### src/rtl/divider_pkg.sv
// Shared definitions for the sequential restoring divider:
// FSM state encodings and the default operand width.
package divider_pkg;

  localparam int WIDTH_DEF = 8;

  typedef enum logic [1:0] {
    ST_IDLE = 2'd0,
    ST_RUN  = 2'd1,
    ST_DONE = 2'd2
  } state_e;

endpackage

### src/rtl/sub_ripple.sv
// N-bit ripple-borrow subtractor: diff_o = a_i - b_i, borrow_o set when a_i < b_i.
module sub_ripple #(
  parameter int N = 9
) (
  input  logic [N-1:0] a_i,
  input  logic [N-1:0] b_i,
  output logic [N-1:0] diff_o,
  output logic         borrow_o
);

  // Bit-serial borrow chain, LSB to MSB
  always_comb begin
    logic brw_s;
    brw_s    = 1'b0;
    diff_o   = {N{1'b0}};
    for (int i = 0; i < N; i++) begin
      diff_o[i] = a_i[i] ^ b_i[i] ^ brw_s;
      brw_s     = (~a_i[i] & b_i[i]) | (~(a_i[i] ^ b_i[i]) & brw_s);
    end
    borrow_o = brw_s;
  end

endmodule

### src/rtl/seq_divider.sv
// Sequential unsigned restoring divider: one quotient bit per clock, MSB first.
// Results are held in output registers that change only on entry to DONE.
module seq_divider
  import divider_pkg::*;
#(
  parameter int WIDTH = WIDTH_DEF
) (
  input  logic             clk,
  input  logic             rst_n,
  input  logic             start,
  input  logic [WIDTH-1:0] dividend,
  input  logic [WIDTH-1:0] divisor,
  output logic             busy,
  output logic             done,
  output logic [WIDTH-1:0] quotient,
  output logic [WIDTH-1:0] remainder,
  output logic             div_by_zero
);

  localparam int CNT_W = $clog2(WIDTH) + 1;

  state_e             state_q, state_d;
  logic [CNT_W-1:0]   cnt_q, cnt_d;
  logic [WIDTH-1:0]   work_q, work_d;   // dividend bits shift out, quotient bits shift in
  logic [WIDTH-1:0]   part_q, part_d;   // running partial remainder
  logic [WIDTH-1:0]   dvs_q, dvs_d;
  logic [WIDTH-1:0]   quot_q, quot_d;
  logic [WIDTH-1:0]   rem_q, rem_d;
  logic               dbz_q, dbz_d;
  logic               busy_q, done_q;

  logic [WIDTH:0]     trial_a_s;
  logic [WIDTH:0]     trial_b_s;
  logic [WIDTH:0]     diff_s;
  logic               borrow_s;
  logic               q_bit_s;
  logic [WIDTH-1:0]   rem_next_s;
  logic               diff_msb_unused_s;

  assign trial_a_s  = {part_q, work_q[WIDTH-1]};
  assign trial_b_s  = {1'b0, dvs_q};

  sub_ripple #(.N(WIDTH + 1)) u_sub (
    .a_i      (trial_a_s),
    .b_i      (trial_b_s),
    .diff_o   (diff_s),
    .borrow_o (borrow_s)
  );

  // Partial < 2*divisor, so a successful trial always fits in WIDTH bits
  assign q_bit_s           = ~borrow_s;
  assign rem_next_s        = borrow_s ? trial_a_s[WIDTH-1:0] : diff_s[WIDTH-1:0];
  assign diff_msb_unused_s = diff_s[WIDTH];

  // Next-state, datapath and result-register update
  always_comb begin
    state_d = state_q;
    cnt_d   = cnt_q;
    work_d  = work_q;
    part_d  = part_q;
    dvs_d   = dvs_q;
    quot_d  = quot_q;
    rem_d   = rem_q;
    dbz_d   = dbz_q;
    case (state_q)
      ST_IDLE: begin
        if (start) begin
          work_d = dividend;
          dvs_d  = divisor;
          cnt_d  = {CNT_W{1'b0}};
          part_d = {WIDTH{1'b0}};
          if (divisor == {WIDTH{1'b0}}) begin
            state_d = ST_DONE;
            quot_d  = {WIDTH{1'b1}};
            rem_d   = dividend;
            dbz_d   = 1'b1;
          end else begin
            state_d = ST_RUN;
          end
        end else begin
          state_d = ST_IDLE;
        end
      end
      ST_RUN: begin
        work_d = {work_q[WIDTH-2:0], q_bit_s};
        part_d = rem_next_s;
        cnt_d  = cnt_q + {{(CNT_W-1){1'b0}}, 1'b1};
        if (cnt_q == CNT_W'(WIDTH - 1)) begin
          state_d = ST_DONE;
          quot_d  = {work_q[WIDTH-2:0], q_bit_s};
          rem_d   = rem_next_s;
          dbz_d   = 1'b0;
        end else begin
          state_d = ST_RUN;
        end
      end
      ST_DONE: begin
        state_d = ST_IDLE;
      end
      default: begin
        state_d = ST_IDLE;
      end
    endcase
  end

  // State and datapath registers with synchronous active-low reset
  always_ff @(posedge clk) begin
    if (!rst_n) begin
      state_q <= ST_IDLE;
      cnt_q   <= {CNT_W{1'b0}};
      work_q  <= {WIDTH{1'b0}};
      part_q  <= {WIDTH{1'b0}};
      dvs_q   <= {WIDTH{1'b0}};
      quot_q  <= {WIDTH{1'b0}};
      rem_q   <= {WIDTH{1'b0}};
      dbz_q   <= 1'b0;
      busy_q  <= 1'b0;
      done_q  <= 1'b0;
    end else begin
      state_q <= state_d;
      cnt_q   <= cnt_d;
      work_q  <= work_d;
      part_q  <= part_d;
      dvs_q   <= dvs_d;
      quot_q  <= quot_d;
      rem_q   <= rem_d;
      dbz_q   <= dbz_d;
      busy_q  <= (state_d == ST_RUN);
      done_q  <= (state_d == ST_DONE);
    end
  end

  assign busy        = busy_q;
  assign done        = done_q;
  assign quotient    = quot_q;
  assign remainder   = rem_q;
  assign div_by_zero = dbz_q;

endmodule

### config.mk
export PLATFORM = sky130hd
export DESIGN_NAME = seq_divider
export DESIGN_NICKNAME = d
export VERILOG_FILES = /design/src/rtl/divider_pkg.sv /design/src/rtl/sub_ripple.sv /design/src/rtl/seq_divider.sv
export SDC_FILE = /design/constraint.sdc
export NUM_CORES = 1
export LEC_CHECK = 0
export BUFFER_PORTS_ARGS = -buffer_cell sky130_fd_sc_hd__buf_2
export CORE_UTILIZATION = 50
export DETAILED_ROUTE_END_ITERATION = 8
export PLACE_DENSITY = 0.72
export SYNTH_ARGS = -nofsm -noshare
export SYNTH_HDL_FRONTEND = slang
export SYNTH_SLANG_ARGS = --single-unit
export TNS_END_PERCENT = 30
### constraint.sdc
create_clock -name clk -period 11.7 [get_ports clk]
set_clock_uncertainty 0.1 [all_clocks]
set_input_delay 1.17 -clock clk [delete_from_list [all_inputs] [get_ports clk]]
set_output_delay 1.17 -clock clk [all_outputs]
set_load 0.02 [all_outputs]
[Word level (Yosys, flattened, before mapping)]
Index checks and enable logic that the tools add are counted.
Word-level totals
  bits in writable memories: 0
  output and inout bits: 19
  memories: 0
  input bits: 19
  memory bits (read-only): 0
  register bits: 49
  logic and storage cells: 102
  latch bits: 0
Operators by class
  $lt $le $gt $ge: 0
  multiplexer cells: 23
  bitwise gates (word level): 55
  add/subtract/negate cells: 1
  $mul: 0
  equal/unequal tests: 7
  div/mod/pow operators: 0
  shift-type cells: 0
  reduce and logical (&&, ||, !) cells: 6
Operator list (count)
  $mux 8: 9
  $pmux 8 s2: 4
  $not 1->1: 17
  $and 1x1->1: 16
  $xor 1x1->1: 15
  $logic_not 8->1: 1
  $pmux 4 s2: 1
  $or 1x1->1: 7
  $mux 2: 3
  $ne 2x2->1 const B: 3
  $add 4x1->4 const B: 1
  $eq 2x1->1 const B: 2
  $eq 4x3->1 const B: 1
  $mux 4: 1
  $pmux 2 s2: 1
  $reduce_and 2->1: 2
  $reduce_and 4->1: 1
  $mux 1: 3
  $eq 2x2->1 const B: 1
  $logic_not 2->1: 1
  $pmux 1 s2: 1
  $reduce_bool 2->1: 1

[Longest topological paths before layout]
Gate-level depths: netlist of run 1.
  depth after elaboration: 20
  mapped depth: 15
  mapped depth without buffers: 13

[By module]
Synthesis of run 1 repeated with hierarchy kept, for this count alone.
Unflattened totals
  cells, all modules: 264
  area, all modules: 2349.8 um2
Modules (own cells, without submodules)
  seq_divider: cells each 235, instances 1, area each 2102.0 um2, sequential area each 980.9 um2
  sub_ripple: cells each 29, instances 1, area each 247.7 um2, sequential area each 0.0 um2

[Worst setup path after synthesis of run 1]
No wires, ideal clock.
  path type: reg-to-reg
  start point: reg work_q[7]
  end point: reg rem_q[7] (netlist: remainder[7])
  arrival: 4.028 ns
  slack: 7.448 ns
  stages on the path, launching flop included: 16
  period minus slack after synthesis: 4.252 ns
  path buffers: 2
  cell sequence: dfxtp_1 -> inv_1 -> ha_1 -> fa_1 -> fa_1 -> fa_1 -> fa_1 -> fa_1 -> fa_1 -> fa_1 -> nand2b_1 -> clkbuf_1 -> clkbuf_1 -> nand2_1 -> o211ai_1 -> a31oi_1
On the way
  longest elaborated chain between the ends: 20
Ends and longest elaborated chain
  start, declared: line seq_divider.sv:24  | logic [WIDTH-1:0] work_q, work_d;
  start signal, assigned: line seq_divider.sv:111  | work_q <= {WIDTH{1'b0}};
  start signal, assigned: line seq_divider.sv:122  | work_q <= work_d;
  $not 1->1 (*): line sub_ripple.sv:18  | brw_s = (~a_i[i] & b_i[i]) | (~(a_i[i] ^ b_i[i]) & brw_s);
  $and 1x1->1 (*) (2 in a row): line sub_ripple.sv:18
  $or 1x1->1 (*): line sub_ripple.sv:18
  $and 1x1->1 (*): line sub_ripple.sv:18
  $or 1x1->1 (*): line sub_ripple.sv:18
  $and 1x1->1 (*): line sub_ripple.sv:18
  $or 1x1->1 (*): line sub_ripple.sv:18
  $and 1x1->1 (*): line sub_ripple.sv:18
  [... 3 more ...]
  $and 1x1->1 (*): line sub_ripple.sv:18
  $or 1x1->1 (*): line sub_ripple.sv:18
  $and 1x1->1: line sub_ripple.sv:18
  $or 1x1->1: line sub_ripple.sv:18
  $and 1x1->1: line sub_ripple.sv:18
  $mux 8 (*): line seq_divider.sv:52  | assign rem_next_s = borrow_s ? trial_a_s[WIDTH-1:0] : diff_s[WIDTH-1:0];
  $mux 8 (*): line seq_divider.sv:88  | if (cnt_q == CNT_W'(WIDTH - 1)) begin
  $pmux 8 s2 (*): line seq_divider.sv:65  | case (state_q)
  end signal, assigned: line seq_divider.sv:115  | rem_q <= {WIDTH{1'b0}};
  end signal, assigned: line seq_divider.sv:126  | rem_q <= rem_d;
  end, declared: line seq_divider.sv:28  | logic [WIDTH-1:0] rem_q, rem_d;
Every way passes the cells marked *; elsewhere a longest branch is shown, timed or not. The select of a mux whose other input is x is not followed.
A chain may end at the register's enable or synchronous reset.

[Worst setup path after layout of run 1]
  start point: reg work_q[7]
  end point: reg work_q[0]
On the way
  longest elaborated chain between the ends: 19
Ends and longest elaborated chain
  $not 1->1: line sub_ripple.sv:18
  $and 1x1->1 (2 in a row): line sub_ripple.sv:18
  $or 1x1->1: line sub_ripple.sv:18
  $and 1x1->1: line sub_ripple.sv:18
  $or 1x1->1: line sub_ripple.sv:18
  $and 1x1->1: line sub_ripple.sv:18
  $or 1x1->1: line sub_ripple.sv:18
  $and 1x1->1: line sub_ripple.sv:18
  [... 2 more ...]
  $or 1x1->1: line sub_ripple.sv:18
  $and 1x1->1: line sub_ripple.sv:18
  $or 1x1->1: line sub_ripple.sv:18
  $and 1x1->1: line sub_ripple.sv:18
  $or 1x1->1: line sub_ripple.sv:18
  $and 1x1->1: line sub_ripple.sv:18
  $not 1->1: line seq_divider.sv:51  | assign q_bit_s = ~borrow_s;
  $pmux 8 s2: line seq_divider.sv:65
No other way between the ends.

==> key figures, run 1 <==
Synthesis
  • Mean post-synth cell area: 9.179 um2
  • Primary FF master, synth: dfxtp_1
  • Dominant cell type by area after synthesis: dfxtp_1
  • Synth Net Count: roughly 270
  • Register bit count reported by yosys: between 40 and 50
  • Synth unique cells: 34
  • Synth warn: 0
  • FFs w/ async S/R, synth: 0
  • Netlist Area Pre-Place: between 0.002 and 0.0025 mm2
  • Top post-synthesis cells by area: dfxtp_1 (44%), nand2_1 (9.8%), fa_1 (6.3%), a21boi_0 (6.1%), o221a_2 (4.1%)
  • Number of synthesized flops with an enable pin: 0
  • Post-synthesis sequential area ratio: 0.4434
  • Yosys top cell area share: 0.4434
  • Mapped Cells: between 200 and 250

Worst hold path
  • Worst hold endpoint: part_q[2]
  • Hold_sp: part_q[2]
  • Hold depth: 2
  • Min-Delay Path Class: flop to flop

STA
  • Final-report setup violation count: 0
  • Worst slew margin: 0.3281
  • Slew of the pin with the lowest slew margin: 1.008 ns
  • Peak Freq: between 0.2 and 0.25 GHz
  • Hold Vio Cnt, Final: 0
  • Tcrit/Tclk final: 0.3772
  • RSZ-0062 raised after global routing: false
  • Tmin final: 4.413 ns
  • Setup_tns: 0 ns
  • Hold Slack: between 0.3 and 0.4 ns
  • Final Slew Violations: 0

Routing
  • 1st-iter DRT viols: 114
  • Drt total wl: 4.633 mm
  • Routed Antenna Nets: 0
  • Avg WL per Cell: 14.57 um
  • Vias: around 1800
  • Residual DRC: 0
  • DRT Pass-1 Iters: 4
  • Vias per Instance: between 5 and 6

Clock tree
  • Clock Sink Count: about 50
  • CTS tree: built
  • Worst-skew pair later-pin latency: approximately 0.3 ns
  • Post-CTS Setup Bufs: 0
  • Post-CTS sizing: 0
  • Maximum root-to-sink buffer count: 2
  • Clock slew at reported path FFs: 0.08 ns
  • Root Buffer: clkbuf_8
  • Htree depth: 2
  • CTS Buf Count: 5
  • # hold bufs at CTS: 0

Cells and area
  • Layout cells sized above 1: 0.2127
  • Post-layout util: 0.6054
  • Diodes inserted: 0
  • Post-Layout Cell Count: between 300 and 400
  • Fin nets: about 300
  • Area Growth Syn to Fin: 12.61%

Placed design
  • Inst Count DP: 310
  • IO buf count: 37
  • DP HPWL: between 3 and 4 mm
  • GP Congestion: 0.8643

Global route
  • Initial antenna violation count: 0
  • Vias in the first global route: about 1600
  • Largest net degree at the start of global routing: 50
  • Total gr overflow: 0
  • First-pass GRT wire length: a little under 8 mm
  • Layer with the highest usage: met2
  • Routing usage on met3: 0.06086
  • Total track usage: 0.2265
  • GR Util met2: 0.3603
  • Met1 Resource Use GR: 0.2944

Floorplanning
  • Die H: 68.52 um
  • I/O pins: 38
  • FP Rows: 23
  • Core ar.: 0.004115 mm2
  • Die Wd: 68.52 um
  • Initial Util: 0.5375
  • Die area: 0.004694 mm2

Power and ir drop
  • Power Dens Cells: approximately 150 mW/mm2
  • Maximum VDD drop: around 0.074 mV
  • Power Total: 0.3724 mW
  • Leak: about 1.1 nW

Setup path
  • Crit path DAT: roughly 4.5 ns
  • Reg-to-Reg Start: work_q[7]
  • R2r setup slk: ~7.3 ns
  • Worst Setup Path Type: flop to flop
  • Reg-to-Reg End: work_q[0]
  • WP data required: 11.82 ns
  • Max Fanout on Critical Path: 18
  • Reg2reg path depth: 13
  • CP Launch Type: flop
  • CP Capture Type: flop

Status
  • Status: finished, final reports clean

Flow run
  • Max cap viols: 0
==> state kept, by name, indices dropped and copies added, names as in the netlist <==
signal,cells
dvs_q,8
part_q,8
quotient,8
remainder,8
work_q,8
cnt_q,4
state_q,2
busy,1
div_by_zero,1
done,1
==> kinds of logic (layout without fill, tap and decap cells) <==
kind of cell	count (synthesis)	in the layout	share of synthesized area
multiplexers	1	1	0.004525
adder cells (fa/ha/maj)	9	9	0.07466
AO/OA/AOI/OAI	66	66	0.2353
AND/OR/NAND/NOR	90	90	0.1883
buffers and inverters	26	53	0.05374
flip-flops	49	49	0.4434
==> synth_stat cells, drive strengths merged, types with 2 or more instances <==
master,count
nand2,58
nor2,5
and2,3
o211a,8
buf,8
inv,8
o221a,8
a31oi,9
o21ai,2
o211ai,9
ha,2
nand2b,2
clkbuf,10
nand3,7
a21oi,3
nor4,2
fa,7
a21boi,18
or2,3
nor3b,3
o31ai,8
nand3b,2
nor2b,2
dfxtp,49
==> worst max-delay path, stage by stage (launching register included) <==
cell	delay (ns)
dfxtp_1	0.33
inv_1	0.05
ha_1	0.19
fa_1	0.38
fa_1	0.40
fa_1	0.39
fa_1	0.40
fa_1	0.38
fa_1	0.39
fa_1	0.39
nand2b_1	0.46
or2_2	0.23
nand2_1	0.05
a31oi_1	0.18
==> per-stage QoR <==
step / instance area [um2] / setup slack (ns)
after floorplan: 2212 / 7.448
after global placement: 2371 / 7.411
after detailed placement: 2371 / 7.354
after CTS: 2491 / 7.278
after global routing: 2491 / 7.048
final: 2491 / 7.287
==> final cells by class <==
type / count / area, um2
Tap cell: 50 / 62.56
Inverter: 8 / 30.03
Fill cell: 401 / 1624
Clock buffer: 6 / 82.58
Clock inverter: 2 / 37.54
Sequential cell: 49 / 980.9
Multi-Input combinational cell: 166 / 1112
Timing Repair Buffer: 37 / 185.2
==> layer usage <==
metal	part of all wire	wire length, um
met5	0	0
met4	0.015	70
met3	0.039	183
met1	0.47	2191
met2	0.47	2188
==> how the worst max path moves through the flow <==
stage,start,to,slack (ns),cells past startpoint
finish,work_q[7],work_q[0],7.29,13
floorplan,work_q[7],remainder[7],7.45,15
global route,work_q[7],work_q[0],7.05,13
CTS,work_q[7],work_q[0],7.28,13
global placement,work_q[7],work_q[0],7.41,13
detailed placement,work_q[7],remainder[2],7.35,13
==> placed cells by master (no fill, tap or decap), drive strengths merged, types with 5 or more instances in the layout <==
cell | Yosys | routed
a21boi | 18 | 18
o211a | 8 | 8
a31oi | 9 | 9
clkbuf | 10 | 6
o31ai | 8 | 8
o221a | 8 | 8
dfxtp | 49 | 49
fa | 7 | 7
o211ai | 9 | 9
buf | 8 | 37
nor2 | 5 | 5
nand2 | 58 | 58
nand3 | 7 | 7
inv | 8 | 8
==> power by group <==
group          switching (mW)  total [mW]  internal (mW)
Sequential            0.00706       0.183          0.176
Clock                  0.0559       0.125         0.0695
Combinational          0.0395      0.0643         0.0248
Power figures use the tool's default switching activity.
==> inputs of run 2 (changes only) <==
PLACE_DENSITY = 0.75   (was 0.72)
clock period = 3.55 ns   (was 11.7 ns; I/O delays follow)
==> key figures, run 2 (synthesis gave the netlist of run 1 again) <==
Routing
  • Vias per Instance: 5.602 (-0.26%)
  • Avg WL per Cell: 14.56 um (about the same)
  • Routed Antenna Nets: 0 (unchanged)
  • DRT Pass-1 Iters: 4 (unchanged)
  • Residual DRC: 0 (unchanged)
  • Drt total wl: 4.716 mm (+1.8%)
  • Vias: 1815 (+1.6%)
  • 1st-iter DRT viols: 133 (+17%)

Floorplanning
  • I/O pins: 38 (unchanged)
  • Die H: 68.52 um (unchanged)
  • Die area: 0.004694 mm2 (unchanged)
  • Core ar.: 0.004115 mm2 (unchanged)
  • Initial Util: 0.5375 (unchanged)
  • Die Wd: 68.52 um (unchanged)
  • FP Rows: 23 (unchanged)

Clock tree
  • CTS Buf Count: 5 (unchanged)
  • CTS tree: built
  • Clock slew at reported path FFs: 0.09 ns (about the same)
  • Worst-skew pair later-pin latency: 0.31 ns (about the same)
  • Clock Sink Count: 49 (unchanged)
  • Root Buffer: clkbuf_8
  • Maximum root-to-sink buffer count: 2 (unchanged)
  • Htree depth: 2 (unchanged)

Global route
  • Largest net degree at the start of global routing: 50 (unchanged)
  • Total gr overflow: 0 (unchanged)
  • First-pass GRT wire length: 7.376 mm (-4.5%)
  • Initial antenna violation count: 0 (unchanged)
  • Total track usage: 0.2182 (-0.008391)
  • Vias in the first global route: 1603 (-1.7%)

Cells and area
  • Fin nets: 301 (+2.0%)
  • Diodes inserted: 0 (unchanged)
  • Area Growth Syn to Fin: 15.44%
  • Commonest non-fill, non-tap cell in the layout: nand2_1
  • Commonest cells after routing, fill and taps aside: nand2_1 (58), dfxtp_1 (48), buf_2 (37)
  • Final Cell Area: 0.002554 mm2 (+2.5%)
  • Layout cells sized above 1: 0.2701 (+0.05739)

Setup path
  • CP most frequent cell: fa_2
  • Max Fanout on Critical Path: 17 (-1)
  • Critical-path top delay cell: fa_2
  • WP data required: 3.61 ns (-8.21 ns)
  • Worst Setup Path Type: flop to flop
  • CP Launch Type: flop
  • Crit path DAT: 3.83 ns (-0.70 ns)
  • CP Capture Type: flop
  • Critical path cell sequence: inv_2 > ha_4 > fa_2 > fa_2 > fa_2 > fa_2 > fa_2 > fa_2 > fa_2 > nand2b_4 > buf_12 > nand2_1 > o211ai_1 > a31oi_1
  • Crit-path max cell delay: 0.38 ns (-0.08 ns)

Flow run
  • Max cap viols: 0 (unchanged)

STA
  • Tmin final: 3.773 ns (-0.6397 ns)
  • Setup_tns: -2.999 ns (-2.999 ns)
  • RSZ-0062 raised after global routing: true
  • Peak Freq: 0.2650 GHz (+17%)
  • Tcrit/Tclk final: 1.063 (+0.6857)
  • Hold Slack: 0.1993 ns (-0.1855 ns)
  • Hold Vio Cnt, Final: 0 (unchanged)
  • Final-report setup violation count: 18 (+18)
  • Setup ws final: -0.2231 ns (-7.510 ns)
  • Worst slew margin: 0.5078 (+0.1797)
  • Final Slew Violations: 0 (unchanged)
  • Slew of the pin with the lowest slew margin: 0.7383 ns (-0.2696 ns)

Status
  • Failing checks: negative setup slack
  • Status: finished with violations

Placed design
  • DP HPWL: 3.268 mm (+3.8%)
  • GP Congestion: 0.8395 (-2.9%)
  • Setup WS pre-CTS: -0.2273 ns (-7.582 ns)
  • Area post-placement: 0.002460 mm2 (+3.7%)
  • IO buf count: 37 (unchanged)

Power and ir drop
  • Maximum VDD drop: 0.2738 mV (+270%)
  • Switch share: 0.2984 (+0.02323)
  • Switching Power: 0.3558 mW (+250%)
  • Internal power: 0.8368 mW (+210%)
  • Leak: 1.140 nW (+1.9%)
  • Power Dens Cells: 467.0 mW/mm2 (+210%)
  • Power Total: 1.193 mW (+220%)
  • Logic pwr share: 0.222 (+0.049)
  • Reg power frac: 0.506 (+0.015)
  • Clk network pwr share: 0.272 (-0.065)

Worst hold path
  • Min-Delay Path Class: primary input to flop
==> run 2: routing by layer <==
metal  global-route usage  up-vias  wire [um]
li1                     -      915          -
met1               0.2876      840       2277
met2               0.3419       52       2114
met3              0.04276        8        222
met4               0.1016        0        101
met5                    0        -          0
==> run 2: per-stage QoR <==
step | util | std cells
floorplan | - | 241
global placement | 0.5978 | 316
detailed placement | 0.5978 | 316
CTS | 0.6206 | 324
global route | 0.6206 | 324
finish | 0.6206 | 324
==> run 2: timing repair <==
action,CTS,global route
pin swaps,1,5
hold buffers,0,0
setup buffers,0,0
gates resized for setup,9,1
setup endpoints to repair,18,18
hold endpoints to repair,0,0
==> run 2: cell type report <==
| class | count | area [um2] |
|---|---|---|
| Timing Repair Buffer | 43 | 242.7 |
| Fill cell | 380 | 1562 |
| Tap cell | 50 | 62.56 |
| Clock buffer | 5 | 68.82 |
| Clock inverter | 3 | 17.52 |
| Multi-Input combinational cell | 166 | 1150 |
| Sequential cell | 49 | 982.2 |
| Inverter | 8 | 30.03 |
==> run 2: power groups by stage <==
stage / logic [mW] / clock network, mW / registers (mW)
6_report: 0.265 / 0.324 / 0.604
5_1_grt: 0.297 / 0.346 / 0.608
4_1_cts: 0.264 / 0.329 / 0.604
3_5_place_dp: 0.252 / 0 / 0.616
3_3_place_gp: 0.244 / 0 / 0.616
2_1_floorplan: 0.189 / 0 / 0.611
==> run 2: path summary, 6_finish.rpt <==
kind / from / end / slack (ns) / cells past startpoint
worst min register to register: part_q[1] / part_q[1] / 0.38 / 2
worst min-delay path: divisor[5] / dvs_q[5] / 0.20 / 3
worst max register to register: work_q[7] / remainder[0] / -0.22 / 14
worst max-delay path: work_q[7] / remainder[0] / -0.22 / 14
==> run 2: worst max-delay path, delay by kind of cell, from the launching register on <==
kind            cells  cell delay (ns)
compound gates      2             0.25
fa+ha+maj           8             2.60
buf+inv             2             0.19
flops               1             0.34
simple gates        2             0.16
==> inputs of run 3 (changes only) <==
PLACE_DENSITY = 0.72   (was 0.75)
clock period = 4.6 ns   (was 3.55 ns; I/O delays follow)
==> key figures, run 3 (synthesis gave the netlist of run 1 again) <==
Global route
  • Layer with the highest usage: met2
  • Largest net degree at the start of global routing: 50 (unchanged)
  • Met1 Resource Use GR: 0.2675 (-0.02013)
  • Initial antenna violation count: 0 (unchanged)
  • Total track usage: 0.2122 (-0.005912)
  • Total gr overflow: 0 (unchanged)
  • GR Util met2: 0.3505 (+0.008578)
  • First-pass GRT wire length: 7.251 mm (-1.7%)
  • Vias in the first global route: 1604 (+0.062%)
  • Routing usage on met3: 0.05099 (+0.008224)

Flow run
  • Max cap viols: 0 (unchanged)

Cells and area
  • Layout cells sized above 1: 0.2185 (-0.05155)
  • Commonest cells after routing, fill and taps aside: nand2_1 (58), dfxtp_1 (49), buf_2 (37)
  • Area Growth Syn to Fin: 12.27%
  • Diodes inserted: 0 (unchanged)
  • Commonest non-fill, non-tap cell in the layout: nand2_1
  • Fin nets: 298 (-1.0%)

Clock tree
  • Htree depth: 2 (unchanged)
  • # hold bufs at CTS: 0 (unchanged)
  • Maximum root-to-sink buffer count: 2 (unchanged)
  • CTS Buf Count: 5 (unchanged)
  • CTS tree: built
  • Clock Sink Count: 49 (unchanged)
  • Post-CTS sizing: 0 (-9)
  • Root Buffer: clkbuf_8
  • Worst-skew pair later-pin latency: 0.30 ns (about the same)
  • Post-CTS Setup Bufs: 0 (unchanged)
  • Clock slew at reported path FFs: 0.09 ns (about the same)

STA
  • Tcrit/Tclk final: 0.8939 (-0.1690)
  • RSZ-0062 raised after global routing: false
  • Slew of the pin with the lowest slew margin: 1.014 ns (+0.2753 ns)
  • Hold Vio Cnt, Final: 0 (unchanged)
  • Final-report setup violation count: 0 (-18)
  • Final Slew Violations: 0 (unchanged)
  • Setup ws final: 0.4882 ns (+0.7112 ns)
  • Peak Freq: 0.2432 GHz (-8.2%)
  • Setup_tns: 0 ns (+2.999 ns)
  • Tmin final: 4.112 ns (+0.3388 ns)
  • Worst slew margin: 0.3243 (-0.1835)

Routing
  • Vias per Instance: 5.444 (-2.8%)
  • 1st-iter DRT viols: 100 (-25%)
  • DRT Pass-1 Iters: 4 (unchanged)
  • Residual DRC: 0 (unchanged)
  • Avg WL per Cell: 13.87 um (-4.7%)
  • Vias: 1742 (-4.0%)
  • Drt total wl: 4.437 mm (-5.9%)
  • Routed Antenna Nets: 0 (unchanged)

Floorplanning
  • Die Wd: 68.52 um (unchanged)
  • Die H: 68.52 um (unchanged)
  • Core ar.: 0.004115 mm2 (unchanged)
  • I/O pins: 38 (unchanged)
  • Initial Util: 0.5375 (unchanged)
  • Die area: 0.004694 mm2 (unchanged)
  • FP Rows: 23 (unchanged)

Setup path
  • Reg-to-Reg Start: work_q[7]
  • CP Capture Type: flop
  • Reg-to-Reg End: remainder[7]
  • Worst setup path startpoint: work_q[7]
  • Crit-path max cell delay: 0.41 ns (+0.03 ns)
  • CP most frequent cell: fa_1
  • Critical-path top delay cell: fa_1
  • CP Launch Type: flop
  • Crit path DAT: 4.17 ns (+0.34 ns)
  • Max Fanout on Critical Path: 10 (-7)
  • R2r setup slk: 0.49 ns (+0.71 ns)
  • Critical path cell sequence: inv_1 > ha_1 > fa_1 > fa_1 > fa_1 > fa_1 > fa_1 > fa_1 > fa_1 > nand2b_1 > buf_4 > nand2_1 > o211ai_1 > a31oi_1
  • Worst Setup Path Type: flop to flop
  • Reg2reg path depth: 14 (unchanged)
  • WP data required: 4.66 ns (+1.05 ns)

Power and ir drop
  • Switching Power: 0.2528 mW (-29%)
  • Internal power: 0.6384 mW (-24%)
  • Clk network pwr share: 0.284 (+0.012)
  • Power Dens Cells: 358.8 mW/mm2 (-23%)
  • Maximum VDD drop: 0.1572 mV (-43%)
  • Switch share: 0.2836 (-0.01471)
  • Logic pwr share: 0.195 (-0.027)
  • Reg power frac: 0.521 (+0.015)
  • Leak: 1.119 nW (-1.8%)

Placed design
  • DP HPWL: 3.072 mm (-6.0%)
  • IO buf count: 37 (unchanged)
  • GP Congestion: 0.8283 (-1.3%)
  • Setup WS pre-CTS: 0.5305 ns (+0.7578 ns)

Worst hold path
  • Hold_sp: divisor[5]
  • Min-Delay Path Class: primary input to flop
  • Hold depth: 3 (unchanged)
  • Worst hold endpoint: dvs_q[5]

Status
  • Status: finished, final reports clean
-- run 3: cell type report --
| type | instances | area (um2) |
|---|---|---|
| Fill cell | 375 | 1632 |
| Sequential cell | 49 | 980.9 |
| Inverter | 8 | 30.03 |
| Timing Repair Buffer | 40 | 207.7 |
| Multi-Input combinational cell | 166 | 1112 |
| Clock inverter | 1 | 7.507 |
| Clock buffer | 6 | 82.58 |
| Tap cell | 50 | 62.56 |
-- run 3: layer usage --
layer / up-vias / part of all wire
met3: 4 / 0.051
met5: - / 0
met2: 42 / 0.46
met4: 0 / 0.0086
li1: 908 / -
met1: 788 / 0.48
-- run 3: through the flow --
step	hold slack (ns)	util	area, um2	instances	power [mW]
CTS	0.3112	0.6035	2484	320	0.9002
global route	0.3195	0.6035	2484	320	0.9486
global placement	0.3663	0.5816	2394	313	0.6441
finish	0.3203	0.6035	2484	320	0.8912
floorplan	0.3478	-	2212	241	0.5979
detailed placement	0.3666	0.5816	2394	313	0.6471
-- run 3: how the worst max path moves through the flow --
stage	slack, ns	end
final	0.49	remainder[7]
after floorplan	0.35	remainder[7]
after CTS	0.51	remainder[0]
after global routing	0.27	remainder[3]
after global placement	0.57	remainder[0]
after detailed placement	0.53	remainder[3]
-- run 3: critical path, delay by kind of cell (launching register included) --
family                   cells  cell delay, ns
adder cells (fa/ha/maj)      8            2.94
flip-flops                   1            0.33
buffers and inverters        2            0.23
AO/OA/AOI/OAI                2            0.22
AND/OR/NAND/NOR              2            0.17
-- run 3: power groups by stage --
| stage | combinational, mW | clock, mW | sequential, mW |
|---|---|---|---|
| final | 0.174 | 0.253 | 0.464 |
| after global routing | 0.203 | 0.279 | 0.467 |
| after CTS | 0.174 | 0.262 | 0.464 |
| after detailed placement | 0.173 | 0 | 0.474 |
| after global placement | 0.170 | 0 | 0.474 |
| after floorplan | 0.127 | 0 | 0.471 |
